### src/rtl/servo_pwm_array.sv
// Multi-channel servo PWM generator: a shared microsecond timebase drives one
// comparator per channel; new positions are held in shadow registers until the frame boundary.
module servo_pwm_array #(
  parameter int unsigned   CH        = 3,
  parameter int unsigned   IN_W      = 10,
  parameter int unsigned   CLK_HZ    = 100_000_000,
  parameter int unsigned   FRAME_US  = 20000,
  parameter int unsigned   BASE_US   = 1000,
  parameter int unsigned   MIN_US    = 1000,
  parameter int unsigned   MAX_US    = 2000,
  parameter int unsigned   CENTER_US = 1500,
  parameter int unsigned   SLEW_US   = 0,
  parameter logic [CH-1:0] INV_MASK  = '0
) (
  input  logic               clk,
  input  logic               rst,
  input  logic [CH*IN_W-1:0] pos_in,
  input  logic               pos_valid,
  input  logic               enable,
  output logic [CH-1:0]      pwm,
  output logic               frame_start
);

  function automatic int unsigned max2(input int unsigned a, input int unsigned b);
    return (a > b) ? a : b;
  endfunction

  localparam int unsigned DIV = CLK_HZ / 1_000_000;
  localparam int unsigned PW  = (DIV > 1) ? $clog2(DIV) : 1;
  localparam int unsigned CW  = (FRAME_US > 1) ? $clog2(FRAME_US) : 1;
  // One guard bit above the widest operand keeps BASE_US + code from wrapping before the clamp.
  localparam int unsigned SW  = max2(max2(IN_W, $clog2(MAX_US + 1)), $clog2(BASE_US + 1)) + 1;
  localparam int unsigned MW  = max2(CW, SW);

  logic [PW-1:0] presc;
  logic [CW-1:0] us_cnt;
  logic          us_tick_c;
  logic          commit_c;
  logic [SW-1:0] shadow     [CH];
  logic [SW-1:0] width      [CH];
  logic [SW-1:0] load_val   [CH];
  logic [SW-1:0] width_next [CH];

  assign us_tick_c = (presc == PW'(DIV - 1));
  assign commit_c  = us_tick_c && (us_cnt == CW'(FRAME_US - 1));

  // Offset, optional mirror and clamp of each incoming position code.
  always_comb begin
    logic [IN_W-1:0] code;
    logic [SW-1:0]   sum;
    load_val = '{default: '0};
    code     = '0;
    sum      = '0;
    for (int i = 0; i < CH; i++) begin
      code = pos_in[i*IN_W +: IN_W];
      if (INV_MASK[i]) code = ~code;
      sum = SW'(BASE_US) + SW'(code);
      if (sum < SW'(MIN_US))      load_val[i] = SW'(MIN_US);
      else if (sum > SW'(MAX_US)) load_val[i] = SW'(MAX_US);
      else                        load_val[i] = sum;
    end
  end

  // Slew-limited step of each width toward its shadow target.
  always_comb begin
    logic [SW-1:0] diff;
    width_next = width;
    diff       = '0;
    for (int i = 0; i < CH; i++) begin
      diff = (shadow[i] >= width[i]) ? (shadow[i] - width[i]) : (width[i] - shadow[i]);
      if ((SLEW_US == 0) || (32'(diff) <= SLEW_US)) width_next[i] = shadow[i];
      else if (shadow[i] > width[i])                width_next[i] = width[i] + SW'(SLEW_US);
      else                                          width_next[i] = width[i] - SW'(SLEW_US);
    end
  end

  // Timebase, shadow/width registers and registered outputs.
  always_ff @(posedge clk) begin
    if (rst) begin
      presc       <= '0;
      us_cnt      <= '0;
      pwm         <= '0;
      frame_start <= 1'b0;
      for (int i = 0; i < CH; i++) begin
        shadow[i] <= SW'(CENTER_US);
        width[i]  <= SW'(CENTER_US);
      end
    end else begin
      presc       <= us_tick_c ? '0 : presc + PW'(1);
      frame_start <= commit_c;
      if (us_tick_c) us_cnt <= commit_c ? '0 : us_cnt + CW'(1);
      for (int i = 0; i < CH; i++) begin
        if (pos_valid) shadow[i] <= load_val[i];
        if (commit_c)  width[i]  <= width_next[i];
        pwm[i] <= enable && (MW'(us_cnt) < MW'(width[i]));
      end
    end
  end

endmodule

### config.mk
export PLATFORM = sky130hd
export DESIGN_NAME = servo_pwm_array
export DESIGN_NICKNAME = d
export VERILOG_FILES = /design/src/rtl/servo_pwm_array.sv
export SDC_FILE = /design/constraint.sdc
export NUM_CORES = 1
export LEC_CHECK = 0
export CAP_MARGIN = 5
export CORE_ASPECT_RATIO = 1.1
export CORE_MARGIN = 4
export CORE_UTILIZATION = 59
export CTS_CLUSTER_DIAMETER = 80
export CTS_CLUSTER_SIZE = 40
export DETAILED_ROUTE_END_ITERATION = 10
export PLACE_DENSITY = 0.77
export REMOVE_ABC_BUFFERS = 1
export SLEW_MARGIN = 20
export SYNTH_ARGS = -nofsm -noshare
export SYNTH_HDL_FRONTEND = slang
export SYNTH_SLANG_ARGS = --single-unit
export TNS_END_PERCENT = 1
### constraint.sdc
create_clock -name clk -period 2.43 [get_ports clk]
set_input_delay 0.243 -clock clk [delete_from_list [all_inputs] [get_ports clk]]
set_output_delay 0.243 -clock clk [all_outputs]
set_load 0.02 [all_outputs]
==> metrics, run 1 <==
total of buffers placed on input and output ports=37; unrepaired setup endpoints after global routing=false; drt first-iter violations=165; maxcap violations=0; total via count in the routed design=3880; Max Fclk=486 MHz; CTS tree=yes; biggest area consumer among synthesized cells=dfxtp_1; Post-Route Utilization=70.8%; number of gates resized after CTS=0; highest net fanout along the worst path=6; maximum number of pins on one net before global-route repair=56; number of synthesized flops with an enable pin=33; remaining global-route overflow=0; io pins=38; Min Clock Period, post-route=2060 ps; global-route usage over all layers=20.9%; Period Utilization, post-route=84.6%; least setup slack across all paths after layout=374 ps; number of antenna violations at the first check in global routing=0; worst slack, placed=40.6 ps; Mapped Area=0.00489 sq mm; Tightest Pin Transition=720 ps; Layout Skew=8.48 ps; type of origin of the critical path=primary input; initial core utilization=61.1%; worst voltage drop across the vdd grid=0.000315 V; final instance count without filler cells=684; total iterations of the first detailed-routing run=4; later-pin clock latency in the skew report=350 ps; detailed-route vias per instance=5.67; critical path capture point type=flop; final total power=2.95 mW; number of distinct library cell variants in the gate-level netlist after synthesis=56; share of post-route cells with drive strength above 1=7.29%; global-route wire length before repair=16100 microns; Antenna Diode Count=0; count of antenna-violating nets left after detailed routing=0; Synth async-reset ratio=0%; path category of the worst min-delay check=flop to flop; DRC violation count after routing=0; final-report setup violation count=0; class of the most critical setup path=primary input to flop; result of the run=completed; area fraction of the dominant cell type after synthesis=24.2%; smallest hold slack=451 ps; number of warnings issued by yosys=0; vias in the first global route=3535; detailed-placement wirelength estimate=7260 microns; Gate Count Post-Synth=524; DP Cell Count=668; Synth Area per Inst=9.33 sq um; area of all placed cells without fillers=0.00566 sq mm; pwr dens=521 mW/mm^2; final max-slew violation count=0; area after detailed placement=0.00545 sq mm; required time of the worst setup path=2520 ps; Hold-fix buffers, CTS=0; Worst slew margin=52.0%; Synth top cells by count=dfxtp_1 (59), nor2_1 (59), nand2_1 (55), inv_1 (40), ha_1 (38); Final GP Congestion=0.863; Synth Register Bits=92; Core Footprint=0.00800 sq mm; floorplan die area=0.00981 sq mm; number of setup buffers added after CTS=0; Root Driver=clkbuf_8; wire length per cell=14.2 microns; data arrival time at the worst-slack endpoint=2150 ps; biggest area contributors in the synthesized netlist=dfxtp_1 (24%), edfxtp_1 (20%), ha_1 (9.7%); clock slew at the register clock pins of the worst setup and hold paths=80 ps; clock buffer depth=2; # clock sinks=92; Leakage=2.31 nW; endpoints failing hold=0; vertical die dimension=103 microns; area added between synthesis and finish=15.8%; Setup Total Neg Slack=0 ps; proportion of synthesized chip area in sequential cells=44.4%; Post-layout nets=643; site row count=34; FILL cells=660; Routed Wire Length=9740 microns; total clock buffers created by CTS=9; ys flop type=dfxtp_1; number of levels in the clock H-tree=3; Die Width=94.8 microns
-- routing by layer --
layer | GRT usage [%] | share of wire, % | vias up
met5 | 0 | 0 | -
met1 | 27.0 | 46 | 1819
met4 | 7.44 | 1.3 | 0
met3 | 3.26 | 3.6 | 12
met2 | 35.7 | 49 | 91
li1 | - | - | 1958
-- report_power, final --
part           internal [mW]  leakage (nW)  switching [mW]
registers               1.65         0.803          0.0185
clock network          0.520         0.104           0.501
logic                  0.122          1.41           0.135
-- sequential cells by signal (all words and copies together), names as in the netlist --
register / flops
us_cnt: 15
presc: 7
width: 33
shadow: 33
frame_start: 1
pwm: 3
-- placed cells by master, fill, tap and decap left out, types with 4 or more instances in the layout --
cell,Yosys,routed
nor2_1,59,59
dfxtp_1,59,59
nand2_1,55,55
inv_1,40,40
ha_1,38,38
clkdlybuf4s50_1,0,37
a21oi_1,35,35
edfxtp_1,33,33
a211o_1,26,26
nand3_1,14,14
buf_4,3,14
xnor2_1,13,13
a21o_1,13,13
clkbuf_8,0,12
o21ai_0,11,11
xor2_1,9,9
nand2b_1,9,9
and3_1,8,8
or3_1,6,6
nand4_1,6,6
o211ai_1,6,6
nor2b_1,7,6
nor3_1,6,6
or2_2,5,5
a2111oi_0,4,4
-- final timing paths --
check | from | to | slack, ps | depth (start not counted)
worst max-delay path | pos_in[23] | shadow[0][31] | 370 | 7
worst min-delay path | shadow[0][27] | width[3] | 450 | 1
worst max register to register | us_cnt[5] | width[2] | 440 | 6
worst min register to register | shadow[0][27] | width[3] | 450 | 1
-- logic make-up (layout without fill, tap and decap cells) --
group	count (synthesis)	after routing	share of synthesized area, %
AOI/OAI and AO/OA	118	118	16.9
xor gates and xnor gates	22	22	3.94
adders and majority gates	38	38	9.73
buffers and inverters	56	108	4.61
DFF	92	92	44.4
muxes	3	3	0.640
and+or+nand+nor	195	195	19.7
-- critical path, cell delays in order --
cell	delay [ps]
clkdlybuf4s50_1	570
ha_1	170
nor4b_1	370
o21ai_0	170
a31oi_1	190
a21oi_1	90
or3_1	350
-- area by class of cell --
cell class	instances	area (sq um)	share of cell area [%]
clock inverter	2	13.8	0.243
tap	108	135	2.39
clock buffer	14	194	3.43
sequential	92	2170	38.4
inverter	40	150	2.65
timing repair buffer	52	495	8.76
multi-input combinational	376	2500	44.2
No activity file was read; power rests on OpenSTA's default activity.
==> run 2, diff against run 1 <==
==> constraint.sdc (replaced) <==
create_clock -name clk -period 1.9 [get_ports clk]
set_input_delay 0.19 -clock clk [delete_from_list [all_inputs] [get_ports clk]]
set_output_delay 0.19 -clock clk [all_outputs]
set_load 0.02 [all_outputs]
==> run 2 against run 1 <==
  * Core utilization increased by 7.4 points
  * Sequential share of layout area fell by 3.5 points
  * Die area stayed put
  * First-iteration DRC count is 3.6% higher
  * Register-to-register slack lost 330 ps
  * Total power increased by 30%
  * Via count increased by 7.9%
  * Combinational power rose by 69%
  * Largest power group unchanged
==> metrics, run 2 (synthesis results as in run 1) <==
result of the run=completed; initial core utilization=61.1%; highest net fanout along the worst path=5; Max Fclk=535 MHz; worst-case hold path end point=presc[0]; clock buffer depth=2; Post-layout nets=710; Final GP Congestion=0.865; Tightest Pin Transition=443 ps; Min Clock Period, post-route=1870 ps; Post-Route Utilization=78.2%; drt first-iter violations=171; Die Width=94.8 microns; class of the most critical setup path=primary input to flop; global-route usage over all layers=24.0%; Root Driver=clkbuf_8; area of all placed cells without fillers=0.00625 sq mm; data arrival time at the worst-slack endpoint=1990 ps; Hold Crit Start=presc[0]; vertical die dimension=103 microns; area added between synthesis and finish=27.9%; most frequent cells in the layout=buf_4 (78), nor2_1 (57), dfxtp_1 (57); maxcap violations=0; count of cells along the worst hold path=1; detailed-placement wirelength estimate=8430 microns; total of buffers placed on input and output ports=37; number of antenna violations at the first check in global routing=0; required time of the worst setup path=2020 ps; type of origin of the critical path=primary input; Antenna Diode Count=0; DRC violation count after routing=0; io pins=38; share of post-route cells with drive strength above 1=19.0%; Worst slew margin=70.5%; total clock buffers created by CTS=9; DP Cell Count=733; endpoints failing hold=0; site row count=34; remaining global-route overflow=0; total via count in the routed design=4186; Leakage=2.65 nW; least setup slack across all paths after layout=32.5 ps; most frequent standard cell in the layout excluding fill and tap cells=buf_4; worst reg2reg startpoint=presc[3]; floorplan die area=0.00981 sq mm; # clock sinks=92; Core Footprint=0.00800 sq mm; later-pin clock latency in the skew report=360 ps; unrepaired setup endpoints after global routing=true; reg-to-reg slack, setup=110 ps; largest registers=shadow: 33 flops, width: 33 flops, us_cnt: 15 flops; Period Utilization, post-route=98.3%; Layout Skew=6.91 ps; number of cells on the worst reg-to-reg path=5; count of antenna-violating nets left after detailed routing=0; pwr dens=615 mW/mm^2; path category of the worst min-delay check=flop to flop; final max-slew violation count=0; worst voltage drop across the vdd grid=0.000420 V; number of levels in the clock H-tree=3; maximum number of pins on one net before global-route repair=47; CTS tree=yes; final instance count without filler cells=751; total iterations of the first detailed-routing run=5; wire length per cell=14.9 microns; Routed Wire Length=11200 microns; worst slack, placed=-379 ps; area after detailed placement=0.00598 sq mm; critical path capture point type=flop; Setup Total Neg Slack=0 ps; final-report setup violation count=0; global-route wire length before repair=18300 microns; detailed-route vias per instance=5.57; clock slew at the register clock pins of the worst setup and hold paths=80 ps; Critical R2R Capture=us_cnt[8]; vias in the first global route=4026
## run 2: per-stage QoR
stage               power [mW]  hold slack, ps
finish                    3.84             458
global placement          2.59             433
floorplan                 2.33             259
detailed placement        2.60             437
CTS                       3.85             453
global route              3.98             461
## run 2: cell type report
class / instances / area [sq um]
repair buffers: 119 / 1040
clock buffers: 9 / 124
flip-flops and latches: 92 / 2180
multi-input cells: 376 / 2560
clock inverters: 7 / 67.6
inverters: 40 / 150
fillers: 583 / 1740
well taps: 108 / 135
## run 2: layer usage
layer | global-route usage [%] | share of wire (%) | up-vias
li1 | - | - | 2104
met1 | 29.6 | 43 | 1964
met2 | 41.9 | 50 | 97
met3 | 3.69 | 4.1 | 21
met4 | 9.88 | 2.3 | 0
met5 | 0 | 0 | -
## run 2: worst max-delay path: stages
cell and delay [ps]:
clkdlybuf4s50_1 550, ha_1 270, o2111a_1 220, a21oi_1 60
o31ai_1 300, buf_4 190, a32o_1 160, nand2_1 50
## run 2: how the worst max path moves through the flow
stage,startpoint,end,slack [ps],cells past startpoint
finish,pos_in[3],shadow[0][3],30,8
global route,presc[2],us_cnt[8],-40,5
CTS,pos_in[23],shadow[0][31],10,7
detailed placement,pos_in[23],shadow[0][31],-380,7
global placement,pos_in[3],shadow[0][3],-260,7
floorplan,us_cnt[4],width[10],-1330,5
## run 2: what timing repair did
item                       CTS  global route
hold buffers                 0             0
pin swaps                    0             2
buffers inserted             0             2
gates resized for setup      1            19
setup endpoints to repair    2            57
## run 2: report_power, final
part / switching, mW / internal, mW
registers: 0.0235 / 2.11
clock network: 0.677 / 0.600
logic: 0.202 / 0.232
